[config.mk]
export PLATFORM = sky130hd
export DESIGN_NAME = block_packer
export DESIGN_NICKNAME = d
export VERILOG_FILES = /design/src/rtl/ascon_pack.sv /design/src/rtl/word_mask.sv /design/src/rtl/block_packer.sv
export SDC_FILE = /design/constraint.sdc
export NUM_CORES = 1
export LEC_CHECK = 0
export BUFFER_PORTS_ARGS = -buffer_cell sky130_fd_sc_hd__clkbuf_2
export CAP_MARGIN = 20
export CORE_ASPECT_RATIO = 0.75
export CORE_MARGIN = 2
export CORE_UTILIZATION = 33
export DETAILED_ROUTE_END_ITERATION = 16
export GPL_TIMING_DRIVEN = 0
export MAX_ROUTING_LAYER = met4
export PLACE_DENSITY = 0.53
export REMOVE_ABC_BUFFERS = 1
export SLEW_MARGIN = 20
export SYNTH_ARGS = -nofsm -noshare
export SYNTH_HDL_FRONTEND = slang
export SYNTH_HIERARCHICAL = 1
export SYNTH_SLANG_ARGS = --single-unit
[constraint.sdc]
create_clock -name clk_i -period 4.6 [get_ports clk_i]
set_input_delay 0.69 -clock clk_i [delete_from_list [all_inputs] [get_ports clk_i]]
set_output_delay 0.69 -clock clk_i [all_outputs]
set_load 0.01 [all_outputs]
[src/rtl/ascon_pack.sv]
// Shared Ascon datapath types: block/word widths, word and block aliases,
// and the fill state of the block packer.
package ascon_pack;

   localparam int unsigned BLOCK_WIDTH = 64;
   localparam int unsigned WORD_WIDTH  = 32;
   localparam int unsigned WORD_BYTES  = WORD_WIDTH / 8;

   typedef logic [BLOCK_WIDTH-1:0] u64_t;
   typedef logic [WORD_WIDTH-1:0]  u32_t;

   typedef enum logic {
      FILL_LO,
      FILL_HI
   } fill_e;

   typedef struct packed {
      u64_t       data;
      logic       last;
      logic       partial;
      logic [2:0] idx;
   } blk_t;

   // Byte counts above a full word are treated as a full word.
   function automatic logic [2:0] clamp_nbytes(input logic [2:0] nbytes);
      return (nbytes > 3'(WORD_BYTES)) ? 3'(WORD_BYTES) : nbytes;
   endfunction

endpackage

[src/rtl/word_mask.sv]
// Zeroes every byte at index >= nbytes_i in a big-endian 32-bit word
// (byte 0 at bits 31:24). Shared with the output-side unpacker.
module word_mask (
   input  logic [31:0] word_i,
   input  logic [2:0]  nbytes_i,
   output logic [31:0] word_o
);

   always_comb begin
      word_o = '0;
      for (int b = 0; b < 4; b++) begin
         if (3'(b) < nbytes_i) begin
            word_o[31-8*b -: 8] = word_i[31-8*b -: 8];
         end
      end
   end

endmodule

[src/rtl/block_packer.sv]
// Packs a byte-oriented 32-bit word stream into 64-bit big-endian Ascon rate
// blocks, flagging the final block and its valid-byte count for truncation.
module block_packer #(
   parameter int unsigned WORD_WIDTH = 32
) (
   input  logic                  clk_i,
   input  logic                  rst_i,
   input  logic                  in_valid_i,
   output logic                  in_ready_o,
   input  logic [WORD_WIDTH-1:0] in_data_i,
   input  logic [2:0]            in_nbytes_i,
   input  logic                  in_last_i,
   output logic                  blk_valid_o,
   input  logic                  blk_ready_i,
   output logic [63:0]           blk_data_o,
   output logic                  blk_last_o,
   output logic                  blk_partial_o,
   output logic [2:0]            blk_idx_o,
   output logic                  err_o
);

   import ascon_pack::*;

   fill_e      state_q, state_d;
   u32_t       acc_q, acc_d;
   logic       blk_valid_q, blk_valid_d;
   blk_t       blk_q, blk_d;
   logic       pend_q, pend_d;
   logic       err_q, err_d;

   logic [2:0] nb_clamp;
   logic [2:0] nb_eff;
   u32_t       word_masked;
   logic       proto_err;
   logic       accept;

   assign nb_clamp  = clamp_nbytes(in_nbytes_i);
   // A short non-final word still occupies a full word slot.
   assign nb_eff    = in_last_i ? nb_clamp : 3'd4;
   assign proto_err = (in_nbytes_i > 3'd4) || (!in_last_i && (in_nbytes_i != 3'd4));

   word_mask u_word_mask (
      .word_i   (in_data_i),
      .nbytes_i (nb_clamp),
      .word_o   (word_masked)
   );

   assign in_ready_o = (!blk_valid_q || blk_ready_i) && !pend_q;
   assign accept     = in_valid_i && in_ready_o;

   always_comb begin
      // NOTE: every next-state signal takes its current value first so that no
      // path through the branches below leaves one unassigned (no latches).
      state_d     = state_q;
      acc_d       = acc_q;
      blk_valid_d = blk_valid_q;
      blk_d       = blk_q;
      pend_d      = pend_q;
      err_d       = err_q;

      if (blk_valid_q && blk_ready_i) begin
         blk_valid_d = 1'b0;
      end

      // The empty final block follows a boundary-aligned message end.
      if (pend_q && blk_ready_i) begin
         blk_valid_d = 1'b1;
         blk_d       = '{data: '0, last: 1'b1, partial: 1'b1, idx: 3'd0};
         pend_d      = 1'b0;
      end

      if (accept) begin
         if (proto_err) begin
            err_d = 1'b1;
         end
         unique case (state_q)
            FILL_LO: begin
               if (in_last_i) begin
                  blk_valid_d = 1'b1;
                  blk_d       = '{data: {word_masked, 32'h0}, last: 1'b1,
                                  partial: 1'b1, idx: nb_eff};
               end else begin
                  acc_d   = word_masked;
                  state_d = FILL_HI;
               end
            end
            FILL_HI: begin
               state_d      = FILL_LO;
               acc_d        = '0;
               blk_valid_d  = 1'b1;
               blk_d.data   = {acc_q, word_masked};
               if (!in_last_i) begin
                  blk_d.last    = 1'b0;
                  blk_d.partial = 1'b0;
                  blk_d.idx     = 3'd0;
               end else if (nb_eff == 3'd4) begin
                  blk_d.last    = 1'b1;
                  blk_d.partial = 1'b0;
                  blk_d.idx     = 3'd0;
                  pend_d        = 1'b1;
               end else begin
                  blk_d.last    = 1'b1;
                  blk_d.partial = 1'b1;
                  blk_d.idx     = 3'd4 + nb_eff;
               end
            end
            default: state_d = FILL_LO;
         endcase
      end
   end

   // NOTE: state registers use non-blocking assignments so every flop samples
   // the pre-edge values of the others regardless of evaluation order.
   always_ff @(posedge clk_i or posedge rst_i) begin
      if (rst_i) begin
         state_q     <= FILL_LO;
         acc_q       <= '0;
         blk_valid_q <= 1'b0;
         blk_q       <= '0;
         pend_q      <= 1'b0;
         err_q       <= 1'b0;
      end else begin
         state_q     <= state_d;
         acc_q       <= acc_d;
         blk_valid_q <= blk_valid_d;
         blk_q       <= blk_d;
         pend_q      <= pend_d;
         err_q       <= err_d;
      end
   end

   assign blk_valid_o   = blk_valid_q;
   assign blk_data_o    = blk_q.data;
   assign blk_last_o    = blk_q.last;
   assign blk_partial_o = blk_q.partial;
   assign blk_idx_o     = blk_q.idx;
   assign err_o         = err_q;

endmodule

==> After elaboration in Yosys (flattened, before gate mapping) <==
Cells that the tools add are included.
{ "classes": {"reduce_logical": 12, "n_eq_ne": 3, "order_cmp": 5, "bitwise_logic": 1, "muxes": 26, "add_sub_neg": 1} }
{ "ops": {"columns": ["cell", "n"], "rows": [
  ["69-bit 2-to-1 mux", 3],
  ["69-bit one-hot mux with 2 select lines", 1],
  ["32-bit one-hot mux with 2 select lines", 1],
  ["32-bit 2-to-1 mux", 1],
  ["8-bit 2-to-1 mux", 4],
  ["1-bit 2-to-1 mux", 10],
  ["1-bit by 3-bit < comparator with 1-bit output, first input constant", 2],
  ["2-bit by 3-bit < comparator with 1-bit output, first input constant", 2],
  ["3-bit 2-to-1 mux", 2],
  ["1-bit logical AND", 5],
  ["5-bit 2-to-1 mux", 1],
  ["4-bit 2-to-1 mux", 1],
  ["1-bit one-hot mux with 2 select lines", 2],
  ["2-bit AND reduction", 2],
  ["3-bit adder, first input constant", 1],
  ["3-bit equality test, second input constant", 1],
  ["3-bit greater-than comparator, second input constant", 1],
  ["1-bit zero test", 3],
  ["3-bit inequality test, second input constant", 1],
  ["1-bit logical OR", 2],
  ["2-bit inequality test, second input constant", 1],
  ["1-bit NOT", 1]
]} }
{ "totals": {"word_cells": 57, "out_inout_bits": 72, "input_bits": 40, "regBits": 105} }

==> Longest topological paths before layout <==
Gate-level depths: netlist of run 1.
{ "depth": {"ltp_word": 8, "depth_mapped": 6, "mapped_depth_nobuf": 5} }

==> Hierarchy <==
The synthesis of run 1 kept the hierarchy.
{ "by_module_without_submodules": {"columns": ["module", "seq_area_each_um2", "area_per_inst_um2", "cells_per_inst", "n_inst"], "rows": [
  ["block_packer", 2627.5, 4266.6, 301, 1],
  ["word_mask", 0.0, 275.3, 36, 1]
]} }

==> Worst setup path before layout of run 1 <==
No wires, ideal clock.
{ "synth_timing": {"path_kind": "input to register", "start": "input in_nbytes_i[1]", "end": "register blk_q, in the netlist blk_data_o[44]", "setup_time_ns": 0.066, "n_path_buf": 0, "arrival_ns": 1.855, "slack_ns": 2.678, "required_time_ns": 4.534, "path_stages": 5, "path_cell_list": "nor2b_1 -> a21oi_4 -> nor2b_2 -> nor4b_1 -> a221o_1"} }
{ "synth_rtl": {"columns": ["element", "line", "text"], "rows": [
  ["from (decl)", "block_packer.sv:11", "input logic [2:0] in_nbytes_i,"],
  ["to (signal assigned)", "block_packer.sv:126", "blk_q <= blk_d;"],
  ["to (decl)", "block_packer.sv:27", "blk_t blk_q, blk_d;"]
]} }

==> Worst setup path after layout of run 1 <==
{ "layout_timing": {"start": "register state_q", "end": "register acc_q[18]"} }
{ "layout_between": {"elab_chain_len": 3, "word_cells_on_any_way": 4, "cone_classes": "eq/ne: 1; mux: 1; bitwise: 1; reduce/logical: 1"} }
{ "layout_rtl": {"columns": ["element", "line", "text"], "rows": [
  ["from (decl)", "block_packer.sv:24", "fill_e state_q, state_d;"],
  ["from (signal assigned)", "block_packer.sv:123", "state_q <= state_d;"],
  ["1-bit NOT", null, null],
  ["2-bit inequality test (no source line)", null, null],
  ["2-bit AND reduction (no source line)", null, null],
  ["to (signal assigned)", "block_packer.sv:117", "acc_q <= '0;"],
  ["to (signal assigned)", "block_packer.sv:124", "acc_q <= acc_d;"],
  ["to (decl)", "block_packer.sv:25", "u32_t acc_q, acc_d;"]
]} }
Parallel ways exist; a longest one is shown, timed or not.
A chain may end at the register's enable or synchronous reset.

==> impl_results.md, run 1 <==
* Worst Skew at roughly 0.0053 ns
* Row count at 37
* Syn. warnings at 6
* Clock tree buffer depth at 2
* Worst-Margin Slew at 0.843 ns
* Most numerous cell in the Yosys netlist: dfrtp_1
* Die X at 139 µm
* Wire length per cell after detailed routing at ~20 µm
* Worst path top cell family by delay: simple AND/OR/NAND/NOR gates
* Place WS at 1.88 ns
* Number of global-route vias before repair at 3450
* Critical-path maximum fanout at 32
* Unique masters post-synth at 33
* Antenna Nets Post-Route at 0
* Cell area after synthesis at roughly 0.0045 mm²
* Hpwl dp at roughly 7.8 mm
* VDD IR-drop max at approximately 0.00026 V
* Largest area contributor in the netlist: dfrtp_1
* Routability cong. at about 0.7
* Slowest stage delay, CP at about 0.67 ns
* Worst Slack Setup Final at approximately 2.2 ns
* I/O pins at 112
* Layout overhead on the synthesized area at 23.1%
* CP Depth at 4
* FMAX at ~410 MHz
* Global route total overflow at 0
* Finished Layout Cells at 615
* Hold_buf cts at 0
* Dominant cells by area after synthesis: dfrtp_1 58%, a22o_1 12%, a221o_1 7.1%
* Dpl cells at 599
* Final Max Tran Viols at 0
* CTS tree: done
* Via count at around 3400
* Seq/Total Area, Yosys at 0.579
* Vias/cell at ~5.5
* Flop2flop setup slack at approximately 2.2 ns
* Total Routing Usage GR at 0.176
* CP required at 4.83 ns
* Slowest CP cell: nand3_2
* Leak pwr at roughly 2.7 nW
* Nets at 475
* Top_reg_cell synth: dfrtp_1
* PortBufs at 111
* Die Ht at about 110 µm
* Fin. Hold Viols at 0
* Tmin final at between 2 and 2.5 ns
* Crit path cell chain: nand2b_2, buf_12, nand3_2, a22o_1
* RSZ-0062 raised after global routing: false
* Antenna violations before repair at 0
* First-pass GRT wire length at roughly 20 mm
* Critical path arrival at 2.64 ns
* WS Path Type: flip-flop to flip-flop
* Post-synthesis register bit count at approximately 110
* Fillers at between 1000 and 1500
* Fraction of layout instances using a drive strength above 1 at 0.357
* H-tree Lvls at 3
* Core footprint at about 0.014 mm²
* Number of synthesized flops with an enable pin at 0
* CTS buffer count at 9
* Yosys top cell area share at 0.579
* Clock Latency Late Sink at approximately 0.34 ns
* Post-route DRC at 0
* Buf/Inv on CP at 1
* Cell area after layout at 0.00559 mm²
* HP Class: input port to asynchronous set/reset pin
* Post-CTS resize count at 0
* Starting Density at 0.335
* Crit end category: flip-flop
* Critical R2R Launch: state_q
* Routed wire length at 12.3 mm
* Worst Setup SP: state_q
* Diode count at 0
* Drt first pass iters at 5
* Synthesized instance count at around 340
* Root Buffer: clkbuf_16
* Ys async rst share at 1.00
* Dpl cell area at 0.00531 mm²
* Avg Inst Size Synth at about 13 µm²
* Setup TNS at 0 ns
* Die area at approximately 0.015 mm²
* Post CTS Setup Buffer Count at 0
* Worst-path clk slew at ~0.070 ns
* Max_cap viols at 0
* Initial DRC count at approximately 200
* Relative slew margins at 0.438
* Largest net degree at the start of global routing at 67
* Status: finished, final reports clean
* Worst R2R Path Depth at 4
* Pwr/cell area at 506 mW/mm²
* Setup violators final at 0
* CP Launch Type: flip-flop
* Clock sinks at 105
* Tcrit/Tclk final at 0.526
* Most common library cells after synthesis: 105 x dfrtp_1, 64 x a22o_1, 32 x a221o_1, 32 x nor4b_1, 19 x nor2b_1
-- area by class of cell --
class                      count  area, µm²  share of cell area
timing repair buffer         121        774               0.138
inverter                       2       12.5             0.00224
clock inverter                 6       52.6             0.00940
clock buffer                  10        229              0.0409
sequential                   105       2630               0.470
multi-input combinational    196       1680               0.300
tap                          175        219              0.0391
-- cell families after synthesis --
| group | after synthesis | share of synthesized area |
|---|---|---|
| simple gates | 84 | 0.143 |
| buf+inv | 36 | 0.0565 |
| xor+xnor | 1 | 0.00193 |
| flops | 105 | 0.579 |
| compound gates | 111 | 0.220 |
-- cells in the final DEF, fill, tap and decap left out, types with 2 or more instances in the layout --
| cell type | instances |
|---|---|
| dfrtp_1 | 105 |
| a21o_1 | 2 |
| buf_6 | 3 |
| clkinv_4 | 2 |
| clkinvlp_4 | 2 |
| o21ai_0 | 2 |
| nor4b_1 | 32 |
| a21oi_1 | 2 |
| clkbuf_16 | 9 |
| nand2_1 | 4 |
| o22ai_1 | 2 |
| clkbuf_2 | 111 |
| nor2_1 | 3 |
| nor2b_1 | 18 |
| buf_16 | 6 |
| a221o_1 | 32 |
| a32o_1 | 2 |
| a22o_1 | 64 |
| nor2b_2 | 9 |
| and2_1 | 8 |
| nand2b_2 | 3 |
| inv_6 | 2 |
-- worst paths after layout --
check / end
min in group clk_i: blk_idx_o[2]
worst max-delay path: acc_q[18]
worst max register to register: acc_q[18]
worst min-delay path: blk_data_o[10]
max in group asynchronous: blk_data_o[1]
worst min register to register: blk_idx_o[2]
-- through the flow --
stage          hold slack (ns)  power, mW   util
3_3_place_gp             0.470       2.03  0.374
2_1_floorplan            0.475       1.72      -
4_1_cts                  0.380       2.87  0.412
5_1_grt                  0.393       3.00  0.412
3_5_place_dp             0.476       2.12  0.392
6_report                 0.363       2.83  0.412
-- per-layer routing --
layer,global-route usage,wire length (µm)
met4,0.0455,62
met5,-,0
met1,0.251,6080
met3,0.0400,582
met2,0.255,5530
-- flip-flops by register name, summed over array words and instances (netlist names) --
| name | cells |
|---|---|
| blk_data_o | 64 |
| acc_q | 32 |
| blk_idx_o | 3 |
| blk_last_o | 1 |
| blk_partial_o | 1 |
| blk_valid_o | 1 |
| err_o | 1 |
| pend_q | 1 |
| state_q | 1 |
-- power by group --
group | internal (mW) | total [mW] | switching, mW | leakage, nW
sequential | 1.15 | 1.29 | 0.143 | 1.39
combinational | 0.380 | 0.807 | 0.427 | 1.13
clock | 0.375 | 0.731 | 0.355 | 0.131
total | 1.90 | 2.83 | 0.926 | 2.65
Power figures use the tool's default switching activity.
==> run 2, diff against run 1 <==
--- a/config.mk
+++ b/config.mk
@@ -13,7 +13,7 @@
 export DETAILED_ROUTE_END_ITERATION = 16
 export GPL_TIMING_DRIVEN = 0
 export MAX_ROUTING_LAYER = met4
-export PLACE_DENSITY = 0.53
+export PLACE_DENSITY = 0.55
 export REMOVE_ABC_BUFFERS = 1
 export SLEW_MARGIN = 20
 export SYNTH_ARGS = -nofsm -noshare
==> constraint.sdc (replaced) <==
create_clock -name clk_i -period 2 [get_ports clk_i]
set_input_delay 0.3 -clock clk_i [delete_from_list [all_inputs] [get_ports clk_i]]
set_output_delay 0.3 -clock clk_i [all_outputs]
set_load 0.01 [all_outputs]
==> run 2 against run 1 <==
Net effect: die area unchanged; non-clock buffer count up 2; register-to-register slack worse by 2.1 ns; clock skew up 0.0044 ns; cell area up 1.0%; critical endpoint is now blk_data_o[63]; core utilization up 0.41 points; largest cell class unchanged.
==> impl_results.md, run 2 (synthesized netlist as in run 1, its figures left out) <==
* Drt first pass iters at 4 (-1)
* Tmin final at 1.88 ns (-0.542 ns)
* WS Path Type: flip-flop to flip-flop
* Dpl cell area at 0.00529 mm² (-0.38%)
* CP Launch Type: flip-flop
* H-tree Lvls at 3 (unchanged)
* Number of global-route vias before repair at 3538 (+2.6%)
* CTS tree: done
* Antenna Nets Post-Route at 0 (unchanged)
* Diode count at 0 (unchanged)
* Most common cell after layout, fill and taps aside: clkbuf_2
* Fin. Hold Viols at 0 (unchanged)
* Vias/cell at 5.50 (+0.48%)
* Setup violators final at 0 (unchanged)
* Routability cong. at 0.720 (about the same)
* Worst-Margin Slew at 0.859 ns (+0.0167 ns)
* Final Max Tran Viols at 0 (unchanged)
* Crit path cell chain: nor2_1, o22ai_4, buf_16, a221o_1
* FMAX at 533 MHz (+29%)
* Buf/Inv on CP at 1 (unchanged)
* Global route total overflow at 0 (unchanged)
* Combinational share of power at 0.280 (-0.005)
* Flop pwr share at 0.447 (-0.010)
* Clock Latency Late Sink at 0.35 ns (about the same)
* CTS buffer count at 9 (unchanged)
* Root Buffer: clkbuf_16
* Core footprint at 0.0136 mm² (unchanged)
* Most frequent cells in the layout: 111 x clkbuf_2, 104 x dfrtp_1, 64 x a22o_1
* HP Class: input port to flip-flop
* Util after Layout at 0.416 (+0.00415)
* CP required at 2.27 ns (-2.56 ns)
* Worst-path clk slew at 0.07 ns (about the same)
* Worst path top cell family by delay: compound AO/OA/AOI/OAI gates
* Die Ht at 106 µm (unchanged)
* Max_cap viols at 0 (unchanged)
* I/O pins at 112 (unchanged)
* Post-route DRC at 0 (unchanged)
* Total Routing Usage GR at 0.178 (+0.00216)
* Fraction of layout instances using a drive strength above 1 at 0.362 (+0.00517)
* Initial DRC count at 116 (-41%)
* Layout overhead on the synthesized area at 24.4%
* Tcrit/Tclk final at 0.938 (+0.412)
* Die area at 0.0147 mm² (unchanged)
* Via count at 3394 (+0.80%)
* Largest net degree at the start of global routing at 67 (unchanged)
* Critical-path maximum fanout at 24 (-25%)
* Die X at 139 µm (unchanged)
* Antenna violations before repair at 0 (unchanged)
* Wire length per cell after detailed routing at 20.0 µm (+0.37%)
* Starting Density at 0.335 (unchanged)
* RSZ-0062 raised after global routing: true
* Crit end category: flip-flop
* Critical path arrival at 2.15 ns (-0.49 ns)
* Power Internal at 4.54 mW (+140%)
* Slowest stage delay, CP at 0.67 ns (about the same)
* Nets at 477 (+0.42%)
* Worst Skew at 0.00967 ns (+0.00442 ns)
* Routed wire length at 12.3 mm (+0.69%)
* Clock sinks at 105 (unchanged)
* Tot Pwr at 6.68 mW (+140%)
* Pwr/cell area at 1180 mW/mm² (+130%)
* Hpwl dp at 7.68 mm (-0.98%)
* Cell area after layout at 0.00565 mm² (+1.0%)
* Clock tree buffer depth at 2 (unchanged)
* Slowest CP cell: o22ai_4
* PortBufs at 111 (unchanged)
* Sw Share at 0.320 (-0.00726)
* Psw at 2.14 mW (+130%)
* Worst hold slack at 0.314 ns (-0.0490 ns)
* VDD IR-drop max at 0.000652 V (+150%)
* Status: finished, final reports clean
* Row count at 37 (unchanged)
* Leak pwr at 2.68 nW (+1.1%)
* First-pass GRT wire length at 20.1 mm (+2.0%)
* Finished Layout Cells at 617 (+0.33%)
* Relative slew margins at 0.427 (-0.0105)
* Dpl cells at 598 (-0.17%)
* Clk pwr share at 0.273 (+0.015)
* Number of flip-flops in the largest register at 64 (unchanged)
[run 2: changes by cell type in the layout (fill, tap and decap cells not counted), sizes merged]
cell / delta
buf: +1
bufinv: +1
clkbuf: +1
clkinvlp: -1
dlygate4sd3: +1
inv: -1
[run 2: power groups by stage]
| stage | clock (mW) | sequential [mW] | combinational, mW |
|---|---|---|---|
| floorplan | 0 | 3.12 | 0.822 |
| global route | 1.96 | 3.05 | 2.03 |
| global placement | 0 | 3.00 | 1.69 |
| detailed placement | 0 | 3.01 | 1.86 |
| finish | 1.83 | 2.98 | 1.87 |
| CTS | 1.88 | 2.98 | 1.88 |
[run 2: cell type report]
cell class / count / area (µm²)
Clock buffer: 11 / 243
Timing Repair Buffer: 123 / 779
Sequential cell: 105 / 2630
Fill cell: 1293 / 7920
Tap cell: 175 / 219
Clock inverter: 5 / 63.8
Multi-Input combinational cell: 196 / 1700
Inverter: 2 / 12.5
[run 2: routing by layer]
layer / global-route usage / part of all wire
met1: 0.259 / 0.50
met3: 0.0391 / 0.057
met2: 0.256 / 0.43
met4: 0.0404 / 0.0084
met5: - / 0
[run 2: worst register-to-register path, cell delays in order (launching register included)]
cell     delay [ns]
dfrtp_1        0.57
nor2_1         0.14
o22ai_4        0.67
buf_16         0.25
a221o_1        0.18
[run 2: timing repair]
item | CTS | global route
endpoints found under the setup margin | 34 | 42
endpoints found under the hold margin | 45 | 0
cloned | 0 | 0
hold buffers | 1 | 0
pin swaps | 2 | 25
buffers inserted | 2 | 0
gates resized for setup | 3 | 3
[run 2: path summary, 6_finish.rpt]
check,slack [ns],from,endpoint,cells after the start
setup / recovery,0.12,pend_q,blk_data_o[63],4
hold / removal,0.31,blk_ready_i,pend_q,2
setup reg to reg,0.12,pend_q,blk_data_o[63],4
hold reg to reg,0.49,err_o,err_o,1
max in group asynchronous,0.82,rst_i,blk_data_o[33],4
min in group asynchronous,0.52,rst_i,blk_data_o[48],3
[run 2: stage by stage]
step,setup slack [ns],TNS (ns)
after floorplan,-1.06,-151.29
after global placement,-2.34,-420.74
after detailed placement,-0.530,-20.63
after CTS,0.0536,0
after global routing,-0.0158,-0.0487
final,0.125,0
